==> src/rtl/rv32i_pkg.sv <==
// Shared RV32I definitions: opcodes, immediate format codes and fetch FSM states.
// The tipo codes here are also consumed by valor_inmediato.
package rv32i_pkg;

    localparam logic [6:0] OP_LOAD   = 7'b0000011;
    localparam logic [6:0] OP_IMM    = 7'b0010011;
    localparam logic [6:0] OP_JALR   = 7'b1100111;
    localparam logic [6:0] OP_STORE  = 7'b0100011;
    localparam logic [6:0] OP_BRANCH = 7'b1100011;
    localparam logic [6:0] OP_LUI    = 7'b0110111;
    localparam logic [6:0] OP_AUIPC  = 7'b0010111;
    localparam logic [6:0] OP_JAL    = 7'b1101111;

    localparam logic [2:0] TIPO_I       = 3'b000;
    localparam logic [2:0] TIPO_S       = 3'b001;
    localparam logic [2:0] TIPO_B       = 3'b010;
    localparam logic [2:0] TIPO_U       = 3'b011;
    localparam logic [2:0] TIPO_J       = 3'b100;
    localparam logic [2:0] TIPO_NINGUNO = 3'b111;

    // addi x0, x0, 0
    localparam logic [31:0] INST_NOP = 32'h0000_0013;

    typedef enum logic [2:0] {
        INACTIVO,
        PEDIR,
        ESPERAR,
        ENTREGAR,
        ERROR
    } estado_t;

endpackage

==> src/rtl/decodificador_tipo.sv <==
// Maps an RV32I opcode to its immediate format code; purely combinational.
module decodificador_tipo
    import rv32i_pkg::*;
(
    input  logic [6:0] opcode,
    output logic [2:0] tipo
);

    always_comb begin
        tipo = TIPO_NINGUNO;
        case (opcode)
            OP_LOAD, OP_IMM, OP_JALR: tipo = TIPO_I;
            OP_STORE:                 tipo = TIPO_S;
            OP_BRANCH:                tipo = TIPO_B;
            OP_LUI, OP_AUIPC:         tipo = TIPO_U;
            OP_JAL:                   tipo = TIPO_J;
            default:                  tipo = TIPO_NINGUNO;
        endcase
    end

endmodule

==> src/rtl/unidad_busqueda.sv <==
// RV32I instruction fetch stage: one outstanding memory request, instruction
// register with valid/ready handoff to decode, redirects and misalignment trap.
module unidad_busqueda #(
    parameter logic [31:0] PC_INICIAL = 32'h0000_0000,
    parameter logic [31:0] INST_NOP   = rv32i_pkg::INST_NOP
) (
    input  logic        clk,
    input  logic        nreset,
    output logic        mem_req,
    output logic [31:0] mem_dir,
    input  logic        mem_ack,
    input  logic        mem_rvalid,
    input  logic [31:0] mem_dato,
    input  logic        salto,
    input  logic [31:0] salto_destino,
    output logic [31:0] inst,
    output logic [31:0] pc,
    output logic [2:0]  tipo,
    output logic        inst_valido,
    input  logic        dec_listo,
    output logic        excepcion
);

    import rv32i_pkg::*;

    estado_t estado;
    logic    descartar;

    // Outputs are pure decodes of the state register, so they never glitch.
    assign mem_req     = (estado == PEDIR);
    assign mem_dir     = pc;
    assign inst_valido = (estado == ENTREGAR);

    decodificador_tipo u_decodificador_tipo (
        .opcode (inst[6:0]),
        .tipo   (tipo)
    );

    // A redirect outranks every other event; descartar marks a response that
    // is still owed by memory but belongs to the abandoned path.
    always_ff @(posedge clk or negedge nreset) begin
        if (!nreset) begin
            estado    <= INACTIVO;
            pc        <= PC_INICIAL;
            inst      <= INST_NOP;
            excepcion <= 1'b0;
            descartar <= 1'b0;
        end else if (salto && estado != ERROR) begin
            pc <= salto_destino;
            if (salto_destino[1:0] != 2'b00) begin
                estado    <= ERROR;
                excepcion <= 1'b1;
                descartar <= 1'b0;
            end else begin
                case (estado)
                    PEDIR: begin
                        if (mem_ack) begin
                            estado    <= ESPERAR;
                            descartar <= 1'b1;
                        end
                    end
                    ESPERAR: begin
                        descartar <= !mem_rvalid;
                        if (mem_rvalid) begin
                            estado <= PEDIR;
                        end
                    end
                    ENTREGAR: begin
                        inst   <= INST_NOP;
                        estado <= PEDIR;
                    end
                    default: begin
                        estado <= PEDIR;
                    end
                endcase
            end
        end else begin
            case (estado)
                INACTIVO: begin
                    estado <= PEDIR;
                end
                PEDIR: begin
                    if (mem_ack) begin
                        estado <= ESPERAR;
                    end
                end
                ESPERAR: begin
                    if (mem_rvalid) begin
                        if (descartar) begin
                            descartar <= 1'b0;
                            estado    <= PEDIR;
                        end else begin
                            inst   <= mem_dato;
                            estado <= ENTREGAR;
                        end
                    end
                end
                ENTREGAR: begin
                    if (dec_listo) begin
                        pc     <= pc + 32'd4;
                        estado <= PEDIR;
                    end
                end
                default: begin
                end
            endcase
        end
    end

endmodule

==> config.mk <==
export PLATFORM = sky130hd
export DESIGN_NAME = unidad_busqueda
export DESIGN_NICKNAME = d
export VERILOG_FILES = /design/src/rtl/rv32i_pkg.sv /design/src/rtl/decodificador_tipo.sv /design/src/rtl/unidad_busqueda.sv
export SDC_FILE = /design/constraint.sdc
export NUM_CORES = 1
export LEC_CHECK = 0
export BUFFER_PORTS_ARGS = -buffer_cell sky130_fd_sc_hd__buf_2
export CAP_MARGIN = 25
export CORE_MARGIN = 1
export CORE_UTILIZATION = 48
export CTS_CLUSTER_SIZE = 12
export DETAILED_ROUTE_END_ITERATION = 10
export PLACE_DENSITY = 0.78
export SETUP_SLACK_MARGIN = 0.3
export SLEW_MARGIN = 25
export SYNTH_ARGS = -nofsm -noshare
export SYNTH_HDL_FRONTEND = slang
export SYNTH_SLANG_ARGS = --single-unit
==> constraint.sdc <==
create_clock -name clk -period 2.6 [get_ports clk]
set_clock_uncertainty 0.15 [all_clocks]
set_input_delay 0.13 -clock clk [delete_from_list [all_inputs] [get_ports clk]]
set_output_delay 0.13 -clock clk [all_outputs]
set_load 0.02 [all_outputs]
==> results of run 1 <==
==> power by group <==
| part | leakage (nW) | switching [W] | internal, W |
|---|---|---|---|
| Combinational | 1.74 | 0.00192 | 0.00112 |
| Clock | 0.102 | 0.000420 | 0.000495 |
| Sequential | 0.843 | 0.000607 | 0.00154 |
==> layout by cell type, fill, tap and decap left out, drive strengths merged, types with 6 or more instances in the layout <==
master,count
nand2,110
o21ai,54
xor2,12
clkbuf,11
nor4,6
nand4,14
nor2,19
dfrtp,66
buf,179
nor3,11
nand3,15
dlygate4sd3,64
a21oi,12
inv,7
==> cell families after synthesis <==
logic type               after synthesis  share of synthesized area, %
multiplexers                           4                          1.07
AO/OA/AOI/OAI                        104                          18.3
buffers and inverters                 64                          9.95
XOR/XNOR                              16                          3.53
flip-flops                            69                          43.6
adder cells (fa/ha/maj)                1                         0.315
AND/OR/NAND/NOR                      195                          23.3
==> cells in the mapped netlist, drive strengths merged (6+ instances only) <==
| cell | count | area share [%] |
|---|---|---|
| nor2 | 19 | 1.8 |
| xor2 | 12 | 2.6 |
| nor4 | 6 | 1.5 |
| o21ai | 54 | 8.7 |
| a21oi | 12 | 1.5 |
| nand4 | 14 | 2.2 |
| dfrtp | 66 | 42 |
| nand2 | 110 | 10 |
| clkbuf | 13 | 1.2 |
| inv | 7 | 0.66 |
| buf | 44 | 8.1 |
| nand3 | 15 | 2.1 |
| nor3 | 11 | 1.7 |
==> sequential cells by signal, summed over array words and instances, names as in the netlist <==
| name | count |
|---|---|
| estado | 3 |
| excepcion | 1 |
| inst | 32 |
| mem_dir | 32 |
| descartar | 1 |
==> critical path: cells and delay by family, from the launching register on <==
kind | cells | cell delay, ns
AOI/OAI and AO/OA | 3 | 0.59
DFF | 1 | 0.51
buffers and inverters | 1 | 0.20
and+or+nand+nor | 2 | 0.56
==> per-layer routing <==
layer  up-vias  track usage (%)  share of wire (%)
li1       1948                -                  -
met1      1943             34.6                 40
met2       184             48.2                 52
met3        16             3.74                7.2
met4         0             8.21                1.4
met5         -                0                  0
==> how the worst min path moves through the flow <==
| stage | start | end | slack (ns) | cells after the start |
|---|---|---|---|---|
| after floorplan | nreset | descartar | -0.32 | 0 |
| after global placement | nreset | inst[31] | 0.08 | 1 |
| after detailed placement | nreset | inst[31] | 0.09 | 1 |
| after CTS | mem_ack | estado[0] | 0.02 | 3 |
| after global routing | salto_destino[24] | mem_dir[24] | 0.04 | 3 |
| final | salto_destino[24] | mem_dir[24] | 0.03 | 3 |
==> what timing repair did <==
item | in CTS | in global routing
hold buffers | 64 | 0
hold endpoints to repair | 94 | 0
endpoints found under the setup margin | 0 | 2
gates resized for setup | 0 | 1
==> area by class of cell <==
type / instances / share of cell area (%)
Clock buffer: 11 / 2.73
Sequential cell: 69 / 31.2
Clock inverter: 5 / 1.06
Tap cell: 102 / 2.30
Multi-Input combinational cell: 320 / 33.5
Timing Repair Buffer: 243 / 28.7
Inverter: 7 / 0.474
==> through the flow <==
step | util, % | total power (W) | hold WS (ns) | area [um2]
after detailed placement | 59.8 | 0.00508 | 0.0877 | 4700
after global placement | 59.8 | 0.00499 | 0.0848 | 4700
after floorplan | - | 0.00433 | -0.316 | 3970
after global routing | 70.7 | 0.00651 | 0.0359 | 5550
final | 70.7 | 0.00611 | 0.0293 | 5550
after CTS | 70.7 | 0.00608 | 0.0242 | 5550
==> metrics.md, run 1 <==
| Metric | Value |
|---|---|
| Diode count | `0` |
| Final #Nets | `between 700 and 800` |
| Clock tree buffer depth | `2` |
| R2R depth | `6` |
| Period minus WS final | `about 2.2 ns` |
| Clk slew on worst S/H paths | `approximately 0.08 ns` |
| RR Endpoint | `inst[22]` |
| Maximum number of pins on one net before global-route repair | `65` |
| Yosys cell types | `between 50 and 60` |
| DRT iter0 DRCs | `197` |
| Crit path cell chain | `or3b_4, a2111oi_4, o21bai_4, buf_12, nand2_1, o21ai_1` |
| Placement row count | `32` |
| DR pass1 iterations | `6` |
| Pre-CTS WS | `0.438 ns` |
| Total Die Area | `about 8600 um2` |
| Ys flop type | `dfrtp_1` |
| Chip height | `between 90 and 100 um` |
| Max_slew headroom | `roughly half` |
| TNS Setup | `0 ns` |
| Ys async rst share | `between 90% and 100%` |
| Final RePlAce weighted congestion | `roughly 0.82` |
| HP Class | `input pin to flip-flop` |
| Sequential share of the synthesized area | `roughly 44%` |
| Layout fillers | `between 600 and 700` |
| Grt ovf | `0` |
| Pins Over Slew Limit | `0` |
| Slew @ Worst Pin | `~0.74 ns` |
| FMAX | `around 460 MHz` |
| Clk root buf | `clkbuf_8` |
| Via density | `around 5.4` |
| Routed len/inst | `about 15 um` |
| Final Hold Viols | `0` |
| Required @ worst endpoint | `2.67 ns` |
| PortBufs | `171` |
| PD cells | `around 1100 nW/um2` |
| FF+latch area | `between 1500 and 2000 um2` |
| Number of flops mapped to enable cells by yosys | `0` |
| Drt drc | `0` |
| Final setup vio count | `0` |
| Setup bufs post-CTS | `0` |
| Crit path to | `inst[22]` |
| Core Region | `7850 um2` |
| Static Leak | `roughly 2.7 nW` |
| Status | `finished, final reports clean` |
| Post-DRT Antenna Nets | `0` |
| Worst VDD drop | `0.602 mV` |
| Clk Latency, worst-skew pair | `0.34 ns` |
| Reg-to-reg startpoint | `estado[2]` |
| Dpl cells | `between 600 and 700` |
| IO Pins | `172` |
| Setup CP Type | `flip-flop to flip-flop` |
| Final cell count without fillers | `about 760` |
| Reg2Reg Setup Slack | `0.44 ns` |
| Total vias in the final route | `slightly above 4000` |
| Synthesized area per cell | `around 8.8 um2` |
| Worst-path fanout max | `64` |
| MaxCap Viol Count | `0` |
| TritonCTS clock tree | `built` |
| Critical path's slowest cell | `dfrtp_1` |
| Number of global-route vias before repair | `approximately 3900` |
| PnR worst setup slack | `0.435 ns` |
| Post-detail-place hpwl | `roughly 7300 um` |
| Routed wire length | `11500 um` |
| H-tree levels | `3` |
| Cts bufs inserted | `9` |
| Post-Syn Instances | `between 400 and 500` |
| Chip width | `93.0 um` |
| Initial antenna violation count | `0` |
| First-pass GRT wire length | `approximately 19000 um` |
| Data arrival time of the worst path | `2.23 ns` |
| CP startpoint | `estado[2]` |
| Initial Util | `between 50 and 60%` |
| Mapped Nets | `roughly 520` |
| Share of cells above drive strength 1 | `35.1%` |
| CP max stage delay | `between 0.5 and 0.6 ns` |
| Multi-input gate area | `1860 um2` |
| Synthesized flop and latch total | `69` |
| Worst Setup Start Kind | `flip-flop` |
| Area grow syn2layout | `39.7%` |
| Crit end category | `flip-flop` |
| Total track usage | `roughly 27%` |
| Post-Syn Area | `just under 4000 um2` |
| CTS sink count | `just under 70` |
| RSZ-0062 raised after global routing | `false` |
| Final Cycle Share | `between 80% and 90%` |
| Syn. warnings | `0` |
Note: power is estimated with default switching activity, not from simulation.
==> inputs of run 2 (changes only) <==
==> constraint.sdc (replaced) <==
create_clock -name clk -period 2.05 [get_ports clk]
set_clock_uncertainty 0.15 [all_clocks]
set_input_delay 0.1025 -clock clk [delete_from_list [all_inputs] [get_ports clk]]
set_output_delay 0.1025 -clock clk [all_outputs]
set_load 0.02 [all_outputs]
==> metrics.md, run 2 (synthesized netlist as in run 1, its figures left out) <==
| Metric | Value |
|---|---|
| TritonCTS clock tree | `built` |
| Slew @ Worst Pin | `between 0.5 and 0.6 ns` |
| Diode count | `0` |
| IO Pins | `between 150 and 200` |
| Total track usage | `around 30%` |
| Core Region | `7850 um2` |
| Data arrival time of the worst path | `slightly above 2 ns` |
| Post-detail-place hpwl | `approximately 8000 um` |
| Routed wire length | `17000 um` |
| Final Cycle Share | `97.0%` |
| Hold path start | `salto_destino[24]` |
| Chip width | `93.0 um` |
| Status | `finished, final reports clean` |
| Clk root buf | `clkbuf_8` |
| Worst-path fanout max | `8` |
| Max_slew headroom | `65.6%` |
| Routed len/inst | `20.1 um` |
| Worst VDD drop | `between 0.9 and 1 mV` |
| DRT iter0 DRCs | `roughly 370` |
| Final RePlAce weighted congestion | `around 0.84` |
| R2R depth | `6` |
| PortBufs | `roughly 170` |
| Final core occ | `approximately 88%` |
| Required @ worst endpoint | `between 2 and 2.5 ns` |
| Total Die Area | `8640 um2` |
| Reg2Reg Setup Slack | `around 0.062 ns` |
| Static Leak | `around 3.3 nW` |
| Finished Cell Area | `between 6000 and 7000 um2` |
| Placement row count | `32` |
| Post-DRT Antenna Nets | `0` |
| MaxCap Viol Count | `0` |
| Maximum number of pins on one net before global-route repair | `between 60 and 70` |
| Dpl cells | `~700` |
| Chip height | `93.0 um` |
| Via density | `slightly below 6` |
| Initial antenna violation count | `0` |
| TNS Setup | `0 ns` |
| Total vias in the final route | `slightly below 5000` |
| Pins Over Slew Limit | `0` |
| Most frequent cells in the layout | `buf_2 (170), nand2_1 (95), buf_4 (71), dlygate4sd3_1 (65), dfrtp_1 (42)` |
| First-pass GRT wire length | `about 20000 um` |
| HP Class | `input pin to flip-flop` |
| Clk Latency, worst-skew pair | `between 0.3 and 0.4 ns` |
| Final #Nets | `808` |
| PD cells | `1460 nW/um2` |
| CTS sink count | `69` |
| Final Hold Viols | `0` |
| Worst Setup Start Kind | `flip-flop` |
| Grt ovf | `0` |
| Share of cells above drive strength 1 | `~53%` |
| Setup CP Type | `flip-flop to flip-flop` |
| Area grow syn2layout | `73.0%` |
| Hold Crit Endpoint | `mem_dir[24]` |
| Number of global-route vias before repair | `approximately 4200` |
| Layout fillers | `377` |
| Reg-to-reg startpoint | `estado[1]` |
| Met3 Use GR | `under 10%` |
| Overall Power | `between 0.01 and 0.015 W` |
| Most common cell after layout, fill and taps aside | `buf_2` |
| GR Util met1 | `37.0%` |
| H-tree levels | `3` |
| FMAX | `between 500 and 600 MHz` |
| GR Util met2 | `51.8%` |
| Hold Crit Depth | `3` |
| Final cell count without fillers | `844` |
| Initial Util | `between 50 and 60%` |
| DR pass1 iterations | `7` |
| Period minus WS final | `between 1.5 and 2 ns` |
| Cts bufs inserted | `9` |
| Layer with the highest usage | `met2` |
| Clk slew on worst S/H paths | `roughly 0.07 ns` |
| Final setup vio count | `0` |
| Clock tree buffer depth | `2` |
| Crit end category | `flip-flop` |
| RSZ-0062 raised after global routing | `true` |
| RR Endpoint | `inst[6]` |
| Placed cell area | `~4900 um2` |
| Drt drc | `0` |
-- run 2: layer usage --
metal  wire length, um  share of wire [%]
met5                 0                  0
met4               635                3.7
met3              1590                9.4
met2              8530                 50
met1              6200                 37
-- run 2: area by class of cell --
class / instances / area, um2 / area share [%]
Clock buffer: 12 / 145 / 2.11
Clock inverter: 4 / 95.1 / 1.38
Inverter: 7 / 26.3 / 0.382
Multi-Input combinational cell: 323 / 2340 / 34.0
Sequential cell: 69 / 1760 / 25.6
Tap cell: 102 / 128 / 1.86
Timing Repair Buffer: 327 / 2380 / 34.6
-- run 2: how the worst max path moves through the flow --
stage | startpoint | to | cells after the start | slack, ns
finish | estado[1] | inst[6] | 6 | 0.06
global route | estado[1] | inst[21] | 5 | 0.02
CTS | estado[1] | inst[22] | 6 | 0.1
detailed placement | estado[1] | inst[22] | 6 | 0.10
global placement | estado[1] | inst[30] | 6 | 0.16
floorplan | estado[2] | inst[23] | 7 | 0.17
-- run 2: timing repair --
item | CTS | global route
setup buffers | 18 | 48
setup endpoints to repair | 62 | 68
hold buffers | 65 | 0
gates cloned | 0 | 9
resized for setup | 22 | 76
pin swaps | 9 | 45
hold endpoints to repair | 130 | 0
-- run 2: critical path, stage by stage, from the launching register on --
cell,delay (ns)
dfrtp_1,0.40
or3b_4,0.43
a2111oi_4,0.37
o21bai_4,0.17
clkbuf_16,0.22
nand2_4,0.07
o21ai_2,0.06
-- run 2: power breakdown --
group          internal (W)  switching [W]  total [W]
Sequential          0.00200       0.000764    0.00276
Combinational       0.00248        0.00345    0.00592
Clock              0.000842       0.000534    0.00138
Total               0.00532        0.00474     0.0101
-- run 2: through the flow --
stage,hold slack [ns],setup WS (ns)
floorplan,-0.343,0.166
global placement,-0.124,0.160
detailed placement,-0.126,0.104
CTS,0.0000338,0.0971
global route,0.0142,0.0164
finish,0.00208,0.0617
